===== src/rtl/tick_serializer.sv =====
// Async-style frame serializer on clock1M, paced by a sampled divided rate clock.
// Frame: start bit, DATA_W data bits LSB first, optional even parity, STOP_BITS stop bits.
//
// state  | meaning
// IDLE   | line high, tx_ready asserted, waiting for a word
// ARM    | word captured, line high until the next rate tick
// START  | driving the start bit (0)
// DATA   | driving data bits, LSB first
// PARITY | driving the even-parity bit
// STOP   | driving stop bit(s) (1)
module tick_serializer #(
  parameter int DATA_W    = 8,
  parameter int PARITY_EN = 1,
  parameter int STOP_BITS = 1
) (
  input  logic              clock1M,
  input  logic              reset,
  input  logic              rate_clk,
  input  logic [DATA_W-1:0] tx_data,
  input  logic              tx_valid,
  output logic              tx_ready,
  output logic              tx_out,
  output logic              busy,
  output logic              frame_done
);

  localparam int CNT_W = $clog2(DATA_W + 1);
  localparam logic [CNT_W-1:0] LAST_BIT  = CNT_W'(DATA_W - 1);
  localparam logic [CNT_W-1:0] LAST_STOP = CNT_W'(STOP_BITS - 1);

  typedef enum logic [2:0] {
    IDLE   = 3'd0,
    ARM    = 3'd1,
    START  = 3'd2,
    DATA   = 3'd3,
    PARITY = 3'd4,
    STOP   = 3'd5
  } state_t;

  state_t            state;
  logic [DATA_W-1:0] shift_reg;
  logic              parity_bit;
  logic [CNT_W-1:0]  bit_cnt;
  logic              sync_s1;
  logic              sync_s2;
  logic              sync_s3;
  logic              tick;
  logic              accept;

  // rate_clk is asynchronous data: synchronize, then edge-detect into a one-cycle tick
  always_ff @(posedge clock1M or negedge reset) begin
    if (!reset) begin
      sync_s1 <= 1'b0;
      sync_s2 <= 1'b0;
      sync_s3 <= 1'b0;
    end else begin
      sync_s1 <= rate_clk;
      sync_s2 <= sync_s1;
      sync_s3 <= sync_s2;
    end
  end

  assign tick   = sync_s2 & ~sync_s3;
  assign accept = tx_valid & tx_ready;

  always_ff @(posedge clock1M or negedge reset) begin
    if (!reset) begin
      state      <= IDLE;
      shift_reg  <= '0;
      parity_bit <= 1'b0;
      bit_cnt    <= '0;
      tx_out     <= 1'b1;
      tx_ready   <= 1'b0;
      busy       <= 1'b0;
      frame_done <= 1'b0;
    end else begin
      frame_done <= 1'b0;
      case (state)
        IDLE: begin
          tx_out <= 1'b1;
          if (accept) begin
            shift_reg  <= tx_data;
            parity_bit <= ^tx_data;
            tx_ready   <= 1'b0;
            busy       <= 1'b1;
            state      <= ARM;
          end else begin
            tx_ready <= 1'b1;
          end
        end
        ARM: begin
          if (tick) begin
            tx_out <= 1'b0;
            state  <= START;
          end
        end
        START: begin
          if (tick) begin
            tx_out  <= shift_reg[0];
            bit_cnt <= '0;
            state   <= DATA;
          end
        end
        DATA: begin
          if (tick) begin
            shift_reg <= shift_reg >> 1;
            if (bit_cnt == LAST_BIT) begin
              // counter is reused to count stop periods
              bit_cnt <= '0;
              if (PARITY_EN != 0) begin
                tx_out <= parity_bit;
                state  <= PARITY;
              end else begin
                tx_out <= 1'b1;
                state  <= STOP;
              end
            end else begin
              bit_cnt <= bit_cnt + CNT_W'(1);
              tx_out  <= shift_reg[1];
            end
          end
        end
        PARITY: begin
          if (tick) begin
            tx_out <= 1'b1;
            state  <= STOP;
          end
        end
        STOP: begin
          if (tick) begin
            if (bit_cnt == LAST_STOP) begin
              bit_cnt    <= '0;
              frame_done <= 1'b1;
              tx_ready   <= 1'b1;
              busy       <= 1'b0;
              state      <= IDLE;
            end else begin
              bit_cnt <= bit_cnt + CNT_W'(1);
            end
          end
        end
        default: begin
          tx_out <= 1'b1;
          busy   <= 1'b0;
          state  <= IDLE;
        end
      endcase
    end
  end

endmodule


===== config.mk =====
export PLATFORM = sky130hd
export DESIGN_NAME = tick_serializer
export DESIGN_NICKNAME = d
export VERILOG_FILES = /design/src/rtl/tick_serializer.sv
export SDC_FILE = /design/constraint.sdc
export NUM_CORES = 1
export LEC_CHECK = 0
export CAP_MARGIN = 20
export CORE_MARGIN = 5
export CORE_UTILIZATION = 47
export CTS_CLUSTER_DIAMETER = 60
export DETAILED_ROUTE_END_ITERATION = 16
export GPL_TIMING_DRIVEN = 1
export PLACE_DENSITY = 0.72
export SYNTH_ARGS = -nofsm -noshare
export SYNTH_HDL_FRONTEND = slang
export SYNTH_SLANG_ARGS = --single-unit

===== constraint.sdc =====
create_clock -name clock1M -period 5 [get_ports clock1M]
set_clock_uncertainty 0.2 [all_clocks]
set_input_delay 1 -clock clock1M [delete_from_list [all_inputs] [get_ports clock1M]]
set_output_delay 1 -clock clock1M [all_outputs]
set_load 0.1 [all_outputs]

# [Word-level counts from Yosys, hierarchy flattened]
# Index checks and enable logic that the tools add are counted.
[totals] regBits=23 out_inout_bits=4
[op_classes] n_addsub=1 n_eq_ne=14 muxes=35 n_bitwise=5 n_reduce_logical=14
[op_table] operator="$mux 3" n=8
[op_table] operator="$mux 4" n=5
[op_table] operator="$pmux 3 s6" n=1
[op_table] operator="$mux 8" n=2
[op_table] operator="$ne 2x2->1 const B" n=8
[op_table] operator="$pmux 8 s2" n=1
[op_table] operator="$mux 1" n=14
[op_table] operator="$pmux 4 s3" n=1
[op_table] operator="$reduce_and 4->1" n=2
[op_table] operator="$reduce_and 8->1" n=1
[op_table] operator="$reduce_xor 8->1" n=1
[op_table] operator="$eq 3x2->1 const B" n=2
[op_table] operator="$eq 3x3->1 const B" n=2
[op_table] operator="$reduce_and 3->1" n=2
[op_table] operator="$pmux 1 s5" n=1
[op_table] operator="$reduce_and 5->1" n=1
[op_table] operator="$add 4x1->4 const B" n=1
[op_table] operator="$eq 4x3->1 const B" n=1
[op_table] operator="$logic_not 4->1" n=1
[op_table] operator="$reduce_bool 2->1" n=2
[op_table] operator="$reduce_or 4->1" n=1
[op_table] operator="$eq 3x1->1 const B" n=1
[op_table] operator="$logic_not 3->1" n=1
[op_table] operator="$not 1->1" n=3
[op_table] operator="other kinds (5)" n=6

# [Logic depth before layout (Yosys ltp)]
[depth] ltp_word=4 mapped_depth=6 mapped_depth_nobuf=6

# [Least setup slack after synthesis]
# Ideal clock, no wire load.
[synth_path] path_kind="flip-flop to output port" from="reg tx_ready" to="out tx_ready" arrival_time_ps=979 required_ps=3800 slack_ps=2821 path_stages_with_launch=1 cell_sequence="dfrtp_1"
[synth_lines] item="start: declaration" line="21" text="output logic tx_ready,"
[synth_lines] item="start signal: assignment" line="73" text="tx_ready <= 1'b0;"
[synth_lines] item="start signal: assignment" line="84" text="tx_ready <= 1'b0;"
[synth_lines] item="start signal: assignment" line="88" text="tx_ready <= 1'b1;"
# No word-level cell between the ends.

# [Worst setup path after layout]
[layout_path] from="reg tx_out" to="out tx_out"
[layout_lines] item="start: declaration" line="22" text="output logic tx_out,"
[layout_lines] item="start signal: assignment" line="99" text="tx_out <= shift_reg[0];"
[layout_lines] item="start signal: assignment" line="111" text="tx_out <= parity_bit;"
[layout_lines] item="start signal: assignment" line="119" text="tx_out <= shift_reg[1];"
# No word-level cell between the ends.

==> results.toml <==
[die]
fp-row-count = 19
die_w_um = 62.8
start_util_pct = 48.3
core_area_sq_um = 2710
io_pins = 16
die_y_um = 62.8
die_area_sq_um = 3940

[clock_tree]
post_cts_buffers = 0
clock_latency_ps = 300
cts_resized = 0
cts_buffers = 3
cts_hold_buffers = 0
clock-sinks = 23
cts-root-buf = "clkbuf_4"
cts_tree = "yes"
path_clk_slew_ps = 120
ctsLongestPathBuffers = 2
htreeDepth = 1

[final_layout]
syn_to_final_growth_pct = 14.3
final_common_cell = "dfrtp_1"
layout_common_cells = "dfrtp_1 (22), nor2_1 (15), clkdlybuf4s50_1 (15)"
nets = 157
drive_gt1_share_pct = 10.6
final_cells = 173
antenna_cells = 0
largest_reg_flops = 8

[route]
wirelength_um = 2160
wl_per_cell_um = 12.5
first_pass_iters = 4
viasPerCell = 5.40
drc = 0
ant_nets = 0
drt_iter0_drc = 24
num_vias = 934

[critical_path]
worstSetupStartpointType = "flip-flop"
end_kind = "primary output"
r2r_start = "state[1]"
crit_path_max_fanout = 2
crit_arrival_ps = 1980
cp_slowest_stage_delay_ps = 1120
crit_path_cell_trace = "clkdlybuf4s50_1"
setup.worst_path.start = "tx_out"
crit_family = "buffers and inverters"
critical_path_class = "reg2out"
cp_num_buf_inv = 1
cp.required_ps = 3800
cp_slowest_cell = "clkdlybuf4s50_1"

[placement]
dp.cells = 168
gp_congestion = 0.766
portBuffers = 15
hpwl_um = 1610

[sta]
tightest_slew_ps = 963
hold_viol = 0
slew_headroom_pct = 35.6
tns_ps = 0
setup_violations = 0
maxSlewViolCount = 0
fin_crit_sh_pct = 63.5
clock.fmax_ghz = 0.315
period_minus_slack_ps = 3180
rsz0062_at_grt = "false"

[hold_path]
hold_start = "sync_s1"
holdCritPathClass = "reg2reg"

[job]
drv.max_cap_violation_count = 0

[outcome]
status = "complete, no violations"

[synthesis]
yosysWarnings = 0
yosys_most_used_dff = "dfrtp_1"
syn-cell-area_sq_um = 1310
seq_area_frac_synth_pct = 44.1
synthCells = 128
yosys.cell_types.count = 40
ys_seq_elements = 23
syn_nets = 142
synth_enable_flop_cells = 0
avgSynthCellArea_sq_um = 10.2
async_reset_ff_share_pct = 100

[global_routing]
grt_use_total_pct = 12.1
grt_max_degree = 24
grt_pass1_wl_um = 3950
antenna_found_initial = 0
gr-total-overflow = 0
grt_pass1_vias = 892

[power_and_ir_drop]
ir_worst_vdd_mv = 0.458
powerDensity_nw_per_um2 = 564
power.leakage_nw = 0.620
through the flow:
stage                     utilization (%)  setup WS, ps  area [sq um]  total power [mW]  hold slack (ps)
after floorplan                         -          2820          1310             0.701              131
after global placement               53.6          2170          1450             0.750              135
after detailed placement             53.6          2170          1450             0.769              139
after CTS                            54.7          1800          1480             0.856              169
after global routing                 55.2          1760          1500             0.918              197
final                                55.2          1820          1500             0.844              165
power breakdown:
part	switching [mW]	leakage, nW	internal (mW)
clock	0.0552	0.0177	0.0298
combinational	0.244	0.330	0.180
sequential	0.0808	0.273	0.254
path summary, 6_finish.rpt:
| path | to | slack, ps | cells after the start |
|---|---|---|---|
| min reg2reg | sync_s2 | 160 | 0 |
| max in group asynchronous | tx_out | 3300 | 2 |
| min in group asynchronous | bit_cnt[1] | 780 | 1 |
| min | sync_s2 | 160 | 0 |
| max | tx_out | 1820 | 1 |
| max reg2reg | state[0] | 2760 | 4 |
synth_stat cells, types with 2 or more instances:
library cell,number,area [sq um]
o21bai_1,2,15.0
mux2i_1,7,70.1
nor3b_1,2,15.0
o22ai_1,2,12.5
xnor2_1,8,70.1
ha_1,2,25.0
buf_2,2,10.0
dfrtp_1,22,551
nand2b_1,2,12.5
nand3_1,5,25.0
nand3b_1,2,15.0
buf_6,2,22.5
a21oi_1,12,60.1
o21ai_1,7,35.0
inv_1,5,18.8
nand2_1,5,18.8
a21oi_2,2,17.5
nor2_1,15,56.3
a21oi_4,2,32.5
and3b_1,2,17.5
layout make-up:
type	count	area, sq um
fillers	242	1210
multi-input cells	94	669
flip-flops and latches	23	577
repair buffers	16	165
well taps	31	38.8
clock buffers	3	22.5
inverters	5	18.8
clock inverters	1	5.00
kinds of logic after synthesis:
logic type,Yosys count,synth area share (%)
adders and majority gates,2,1.91
buffers and inverters,11,4.78
AOI/OAI and AO/OA,36,18.8
muxes,8,6.21
and+or+nand+nor,40,18.8
DFF,23,44.1
xor gates and xnor gates,8,5.35
metal layers:
metal | vias up | wire length [um] | global-route usage, %
li1 | 479 | - | -
met1 | 442 | 986 | 15.5
met2 | 11 | 1080 | 19.4
met3 | 2 | 77 | 2.70
met4 | 0 | 18 | 5.57
met5 | - | 0 | 0
(Power assumes the default switching activity.)
